**config.mk**
```make
export PLATFORM = sky130hd
export DESIGN_NAME = lif_neuron_array
export DESIGN_NICKNAME = d
export VERILOG_FILES = /design/src/rtl/lif_neuron_array.sv
export SDC_FILE = /design/constraint.sdc
export NUM_CORES = 1
export LEC_CHECK = 0
export BUFFER_PORTS_ARGS = -buffer_cell sky130_fd_sc_hd__buf_2
export CORE_MARGIN = 2
export CORE_UTILIZATION = 62
export DETAILED_ROUTE_END_ITERATION = 10
export MAX_ROUTING_LAYER = met4
export PLACE_DENSITY = 0.9
export SLEW_MARGIN = 20
export SYNTH_ARGS = -nofsm -noshare
export SYNTH_HDL_FRONTEND = slang
export SYNTH_SLANG_ARGS = --single-unit
```
**constraint.sdc**
```tcl
create_clock -name clk -period 8.05 [get_ports clk]
set_input_delay 0.805 -clock clk [delete_from_list [all_inputs] [get_ports clk]]
set_output_delay 0.805 -clock clk [all_outputs]
set_load 0.01 [all_outputs]
```
**src/rtl/lif_neuron_array.sv**
```systemverilog
// -----------------------------------------------------------------------------
// lif_neuron_array
//
// Time-multiplexed array of leaky integrate-and-fire neurons. The neurons
// share a single update datapath. Weighted contributions are accumulated per
// neuron while the array is idle. Each timestep pulse starts a sweep that
// updates one neuron per clock and then publishes the resulting spike vector.
//
// Parameters
//   N_NEURONS  : neuron count (>= 2)
//   W          : signed width of inputs, currents, membranes and threshold
//   LEAK_SHIFT : leak term is v >>> LEAK_SHIFT (>= 1)
//   REFRAC     : refractory timesteps after a spike (0..15)
//   IDX_W      : width of in_idx (>= $clog2(N_NEURONS))
//
// Ports
//   clk        : rising-edge clock
//   reset      : asynchronous active-low reset
//   pulse      : timestep strobe; dropped (and flagged) while a sweep runs
//   in_valid   : contribution valid
//   in_ready   : contribution accepted when in_valid && in_ready (idle only)
//   in_idx     : target neuron; indices >= N_NEURONS are accepted and ignored
//   in_data    : signed contribution, saturating-added to the neuron current
//   threshold  : signed firing threshold (> 0), stable during a sweep
//   reset_mode : 0 = membrane to zero on spike, 1 = subtract threshold
//   spk_out    : spike vector of the last completed timestep
//   spk_valid  : one-cycle strobe when spk_out updates
//   busy       : sweep in progress
//   overrun    : sticky, set when a pulse is dropped
// -----------------------------------------------------------------------------
module lif_neuron_array #(
    parameter int N_NEURONS  = 4,
    parameter int W          = 8,
    parameter int LEAK_SHIFT = 1,
    parameter int REFRAC     = 2,
    parameter int IDX_W      = $clog2(N_NEURONS)
) (
    input  logic                 clk,
    input  logic                 reset,
    input  logic                 pulse,
    input  logic                 in_valid,
    output logic                 in_ready,
    input  logic [IDX_W-1:0]     in_idx,
    input  logic signed [W-1:0]  in_data,
    input  logic signed [W-1:0]  threshold,
    input  logic                 reset_mode,
    output logic [N_NEURONS-1:0] spk_out,
    output logic                 spk_valid,
    output logic                 busy,
    output logic                 overrun
);

    localparam int AW = (N_NEURONS > 1) ? $clog2(N_NEURONS) : 1;
    localparam logic [AW-1:0]        LAST_IDX = AW'(N_NEURONS - 1);
    localparam logic [IDX_W:0]       N_LIM    = (IDX_W + 1)'(N_NEURONS);
    localparam logic [3:0]           REFRAC_V = 4'(REFRAC);
    localparam logic signed [W+1:0]  SAT_HI   = {3'b000, {(W-1){1'b1}}};
    localparam logic signed [W+1:0]  SAT_LO   = {3'b111, {(W-1){1'b0}}};

    typedef enum logic [1:0] {
        S_IDLE,
        S_UPDATE,
        S_DONE
    } state_t;

    // Sign-extend a W-bit value to the W+2-bit working width.
    function automatic logic signed [W+1:0] ext(input logic signed [W-1:0] a);
        return {{2{a[W-1]}}, a};
    endfunction

    // Clamp a W+2-bit working value into the signed W-bit range.
    function automatic logic signed [W-1:0] sat(input logic signed [W+1:0] x);
        if (x > SAT_HI) begin
            return SAT_HI[W-1:0];
        end else if (x < SAT_LO) begin
            return SAT_LO[W-1:0];
        end else begin
            return x[W-1:0];
        end
    endfunction

    state_t                state_q, state_d;
    logic [AW-1:0]         idx_q;
    logic [N_NEURONS-1:0]  spk_acc_q;
    logic signed [W-1:0]   cur_q [N_NEURONS];
    logic signed [W-1:0]   mem_q [N_NEURONS];
    logic [3:0]            ref_q [N_NEURONS];

    // Input acceptance
    logic [AW-1:0]         in_sel;
    logic                  in_hit;

    assign in_sel = in_idx[AW-1:0];
    assign in_hit = in_valid && in_ready && ({1'b0, in_idx} < N_LIM);

    // Shared neuron-update datapath for neuron idx_q
    logic signed [W-1:0]   v_old, i_old, leak, v_sat, v_sub, v_new;
    logic signed [W+1:0]   v_full;
    logic [3:0]            r_old, r_new;
    logic                  fire;

    always_comb begin
        v_old  = mem_q[idx_q];
        i_old  = cur_q[idx_q];
        r_old  = ref_q[idx_q];
        leak   = v_old >>> LEAK_SHIFT;
        v_full = ext(v_old) - ext(leak) + ext(i_old);
        v_sat  = sat(v_full);
        v_sub  = sat(ext(v_sat) - ext(threshold));
        fire   = 1'b0;
        v_new  = v_old;
        r_new  = r_old;
        if (r_old != 4'd0) begin
            r_new = r_old - 4'd1;
        end else if (v_sat >= threshold) begin
            fire  = 1'b1;
            v_new = reset_mode ? v_sub : '0;
            r_new = REFRAC_V;
        end else begin
            v_new = v_sat;
        end
    end

    // FSM state register
    always_ff @(posedge clk or negedge reset) begin
        if (!reset) begin
            state_q <= S_IDLE;
        end else begin
            state_q <= state_d;
        end
    end

    // FSM next state and state-decoded outputs (no path from in_valid)
    always_comb begin
        state_d  = state_q;
        in_ready = 1'b0;
        busy     = 1'b1;
        case (state_q)
            S_IDLE: begin
                in_ready = 1'b1;
                busy     = 1'b0;
                if (pulse) begin
                    state_d = S_UPDATE;
                end
            end
            S_UPDATE: begin
                if (idx_q == LAST_IDX) begin
                    state_d = S_DONE;
                end
            end
            S_DONE: begin
                state_d = S_IDLE;
            end
            default: begin
                state_d = S_IDLE;
            end
        endcase
    end

    // Neuron state, sweep index and output registers
    always_ff @(posedge clk or negedge reset) begin
        if (!reset) begin
            for (int unsigned k = 0; k < N_NEURONS; k++) begin
                cur_q[k] <= '0;
                mem_q[k] <= '0;
                ref_q[k] <= '0;
            end
            idx_q     <= '0;
            spk_acc_q <= '0;
            spk_out   <= '0;
            spk_valid <= 1'b0;
            overrun   <= 1'b0;
        end else begin
            spk_valid <= 1'b0;
            if (pulse && (state_q != S_IDLE)) begin
                overrun <= 1'b1;
            end
            case (state_q)
                S_IDLE: begin
                    // An input accepted on the pulse edge lands before neuron
                    // 0 is read, so it counts in the timestep being closed.
                    if (in_hit) begin
                        cur_q[in_sel] <= sat(ext(cur_q[in_sel]) + ext(in_data));
                    end
                    if (pulse) begin
                        idx_q     <= '0;
                        spk_acc_q <= '0;
                    end
                end
                S_UPDATE: begin
                    mem_q[idx_q]     <= v_new;
                    ref_q[idx_q]     <= r_new;
                    cur_q[idx_q]     <= '0;
                    spk_acc_q[idx_q] <= fire;
                    idx_q            <= idx_q + 1'b1;
                end
                S_DONE: begin
                    spk_out   <= spk_acc_q;
                    spk_valid <= 1'b1;
                end
                default: begin
                end
            endcase
        end
    end

endmodule

```
== Word level (Yosys, flattened, before mapping) ==
Index checks and enable logic that the tools add are counted.
Word-level totals
  register bits: 94
  latch bits: 0
  RAM bits: 0
  bits in read-only memories: 0
  input port bits: 23
  memories kept: 0
Operators by class
  add/subtract/negate cells: 6
  $mul: 0
  div/mod/pow operators: 0
  order comparisons: 13
  equality and inequality tests: 6
  shifts and indexed selects: 0
  mux-type cells: 51
  bitwise operators: 4
  reductions and logical operators: 12
Operators by type and width (number)
  2-to-1 mux 8 bit: 19
  bitwise mux 32 bit: 2
  case mux 32 bit (2 select lines): 1
  binary-select mux 8 bit (select 2 bit): 3
  AND 32 bit: 1
  demux 8 bit (select 2 bit): 2
  2-to-1 mux 32 bit: 1
  NOT 32 bit: 1
  2-to-1 mux 4 bit: 6
  greater-than comparator 9 x 8 -> 1 bit, second input constant: 2
  less-than comparator 9 x 8 -> 1 bit, second input constant: 2
  bitwise mux 16 bit: 1
  adder 9 x 8 -> 10 bit: 1
  greater-than comparator 10 x 8 -> 1 bit, second input constant: 1
  less-than comparator 10 x 8 -> 1 bit, second input constant: 1
  adder 8 x 8 -> 9 bit: 1
  subtractor 8 x 7 -> 9 bit: 1
  subtractor 8 x 8 -> 9 bit: 1
  binary-select mux 4 bit (select 2 bit): 1
  demux 4 bit (select 2 bit): 1
  >= comparator 8 bit: 1
  case mux 2 bit (2 select lines): 2
  case mux 4 bit (2 select lines): 1
  >= comparator 3 bit, second input constant: 2
  other kinds (18): 37

== Logic depth before layout (Yosys ltp) ==
  word-level depth: 17
  depth in mapped cells: 23

== Least setup slack after synthesis ==
Ideal clock, no wire load.
  kind: reg-to-reg
  start point: register idx_q[0]
  end point: register mem_q[14] in the netlist's numbering
  arrival time: 5.557 ns
  data required time: 7.926 ns
  slack: 2.369 ns
  cell stages (with the launch flop): 23
  path buffers: 2
  cell sequence: dfrtp_1 buf_2 buf_2 mux4_2 inv_1 ha_1 inv_1 ha_1 fa_1 a21o_2 a211oi_1 o32ai_1 a22oi_1 a21boi_4 inv_1 ha_1 a21o_1 or3_1 o22a_2 o211ai_2 nor2_2 a21boi_2 o31a_1
On the way
  cells in the longest elaborated chain, start to end: 17
  elaborated cells between the ends (all ways): 32
RTL lines
  start: declaration: line 83  | logic [AW-1:0] idx_q;
  start signal: assignment: line 195  | idx_q <= idx_q + 1'b1;
  NOT 2 -> 3 bit (implied by the code) (*)
  binary-select mux 8 bit (select 2 bit): line 103  | v_old = mem_q[idx_q];
  2-to-1 mux 8 bit (implied by the code) (2 in a row): line 103
  subtractor 8 x 7 -> 9 bit: line 107  | v_full = ext(v_old) - ext(leak) + ext(i_old);
  adder 9 x 8 -> 10 bit: line 107
  less-than comparator 10 x 8 -> 1 bit: line 75  | end else if (x < SAT_LO) begin
  2-to-1 mux 8 bit: line 75
  2-to-1 mux 8 bit: line 73  | if (x > SAT_HI) begin
  subtractor 8 x 8 -> 9 bit: line 109  | v_sub = sat(ext(v_sat) - ext(threshold));
  less-than comparator 9 x 8 -> 1 bit: line 75
  2-to-1 mux 8 bit: line 75
  2-to-1 mux 8 bit: line 73
  2-to-1 mux 8 bit: line 117  | v_new = reset_mode ? v_sub : '0;
  2-to-1 mux 8 bit: line 115  | end else if (v_sat >= threshold) begin
  2-to-1 mux 8 bit: line 113  | if (r_old != 4'd0) begin
  bitwise mux 32 bit (*): line 191  | mem_q[idx_q] <= v_new;
  end signal: indexed assignment: line 191
  end: declaration: line 86  | logic signed [W-1:0] mem_q [N_NEURONS];
Every way passes the cells marked *; elsewhere a longest branch is shown, timed or not. The select of a mux whose other input is x is not followed.
A chain may end at the register's enable or synchronous reset.

== Worst setup path in the final report ==
  start point: register idx_q[0]
  end point: register mem_q[8] in the netlist's numbering
The elaborated chain is that of the path after synthesis.

==> flow_summary.ini <==
[status]
status = completed

[grt]
grt_antenna_before_repair = 0
grt_pass1_vias = 5291
grt_pass1_wl_um = 26300
use_met2 = 0.473
gr-max-usage-layer = met2
gr-usage-all-layers = 0.312
grt_max_degree = 95
use_met3 = 0.0977
grt_use_met1 = 0.392
grt.overflow.total = 0

[critical_path]
crit_buf_inv = 1
cpMostUsedCell = a211oi_1
crit_fanout = 15
startpoint_type = flop
arrival_ps = 6780
end_kind = flop
worst_ep_required_time_ps = 8330
critPathKind = flop to flop
slowest_stage = dfrtp_1
crit_family = compound AO/OA/AOI/OAI gates
path_cells = mux4_2 > fa_1 > inv_1 > fa_1 > a211oi_1 > nor2_1 > o41ai_4 > o21ai_0 > nand2_1 > a211oi_1 > ha_1 > fa_1 > nand2b_1 > a211oi_1 > o21a_1 > nand3_2 > a211oi_1 > a211oi_2 > o31ai_1
cpPeakStageDelay_ps = 970

[floorplan]
num_rows = 36
core_mm2 = 0.00986
initial_core_util = 0.644
die-height_um = 105
dieWidth_um = 105
die_area_mm2 = 0.0111
ios = 31

[logic_synthesis]
synth_edf_count = 0
syn_avg_cell_area_um2 = 10.1
yosys.area.top_type = dfrtp_1
postSynthCellCount = 628
synth-seq-area-share = 0.370
synth.cell_area_mm2 = 0.00635
yosys_register_bits = 94
synth_nets = 691
synth.area.top_cells = dfrtp_1 37%, mux4_2 9.9%, ha_1 6.1%
synth-async-reset-ratio = 1.00
ys_warn_count = 0
yosysMostFrequentCell = dfrtp_1
synth_flop_cell = dfrtp_1
synth_commonest_cells = 94 x dfrtp_1, 81 x nand2_1, 51 x o21ai_0
yosysUniqueCellTypes = 75
synth_top_area_frac = 0.370

[layout]
drive_gt1_frac = 0.171
utilization = 0.686
num-nets-final = 707
synthToLayoutAreaGrowth_pct = 6.54
diodes = 0

[place]
dp_hpwl_um = 11400
gp_congestion = 0.946
place.port_buffers = 30

[clock_tree]
clk_pin_slew_ps = 90
post-cts-setup-buffers = 0
cts_hold_buf = 0
numCtsBuffers = 9
htree_num_levels = 3
cts_tree = yes
clk_latency_ps = 380
clockBufferDepth = 2
cts_sinks = 94
clockRootBuffer = clkbuf_8
cts_resized = 0

[job]
max_cap_viol_count = 0

[timing]
rsz0062_at_grt = false
fmax_mhz = 154
tns_ps = 0
skew_ps = 10.2
slew-limit-headroom = 0.374
min_period_ps = 6500
finalCritPeriodShare = 0.808
setup_viol = 0
final_max_slew_viol_count = 0
worstMarginPinSlew_ps = 939
final_hold_viol_count = 0

[route]
dr.pass1.iters = 5
drc = 0
avgRoutedWirePerCell_um = 20.4
ant_nets = 0
vias = 5221
drt_wl_total_um = 16000
drt_iter0_drc = 582
vias_per_cell = 6.68

[hold_path]
worstHoldPathType = flop to flop
==> worst reg2reg max path, stage by stage, from the launching register on <==
cell and delay [ps]:
dfrtp_1 970, mux4_2 650, fa_1 550, inv_1 70, fa_1 480, a211oi_1 350, nor2_1 200, o41ai_4 430
o21ai_0 220, nand2_1 110, a211oi_1 70, ha_1 240, fa_1 400, nand2b_1 180, a211oi_1 350, o21a_1 230
nand3_2 150, a211oi_1 340, a211oi_2 130, o31ai_1 280
==> path summary, 6_finish.rpt <==
kind | start | endpoint | slack, ps | cells after the start
worst max-delay path | idx_q[0] | mem_q[8] | 1550 | 19
worst min-delay path | overrun | overrun | 460 | 1
worst max register to register | idx_q[0] | mem_q[8] | 1550 | 19
worst min register to register | overrun | overrun | 460 | 1
max in group asynchronous | reset | cur_q[17] | 6990 | 1
min in group asynchronous | reset | ref_q[6] | 510 | 1
==> cells by family (layout without fill, tap and decap cells) <==
group / Yosys count / in the layout / synth area share
AND/OR/NAND/NOR: 168 / 168 / 0.123
buffers and inverters: 78 / 99 / 0.0483
XOR/XNOR: 14 / 14 / 0.0193
multiplexers: 37 / 37 / 0.115
adder cells (fa/ha/maj): 42 / 42 / 0.0926
AO/OA/AOI/OAI: 195 / 195 / 0.232
flip-flops: 94 / 94 / 0.370
==> registers in the layout, indices dropped and copies added, names as in the netlist <==
| signal | flops |
|---|---|
| spk_valid | 1 |
| overrun | 1 |
| mem_q | 32 |
| cur_q | 32 |
| state_q | 2 |
| spk_acc_q | 4 |
| ref_q | 16 |
| idx_q | 2 |
| spk_out | 4 |
==> per-layer routing <==
layer,wire length (µm),up-vias,share of wire
li1,-,2329,-
met2,7640,314,0.48
met3,1540,57,0.097
met5,0,-,0
met4,429,0,0.027
met1,6380,2521,0.40
==> cell usage in the layout, fill, tap and decap left out, types with 9 or more instances in the layout <==
cell type	synthesis	final
o31ai_1	9	9
buf_2	5	29
nor2_1	28	28
mux4_2	28	28
nor3_1	9	9
dfrtp_1	94	94
inv_1	50	50
clkbuf_8	0	10
a22o_1	29	29
a21oi_1	21	21
ha_1	31	31
fa_1	9	9
nand2_1	81	81
o21ai_0	51	51
a31oi_1	9	9
nand3_1	9	9
==> through the flow <==
| stage | setup WS (ps) | instance area (µm²) | hold WS, ps | instances |
|---|---|---|---|---|
| global route | 1050 | 6770 | 472 | 782 |
| floorplan | 2370 | 6350 | 443 | 628 |
| global placement | 1860 | 6570 | 437 | 766 |
| finish | 1550 | 6770 | 463 | 782 |
| detailed placement | 1600 | 6570 | 441 | 766 |
| CTS | 1610 | 6760 | 464 | 782 |
==> final cells by class <==
| type | instances | area (µm²) |
|---|---|---|
| timing repair buffer | 32 | 171 |
| multi-input combinational | 456 | 3690 |
| clock inverter | 3 | 43.8 |
| tap | 133 | 166 |
| fill | 706 | 3100 |
| clock buffer | 13 | 149 |
| sequential | 94 | 2350 |
| inverter | 51 | 191 |
Power is not shown: default switching activity piles up to over one toggle a cycle in this logic, so the estimate is an artifact.
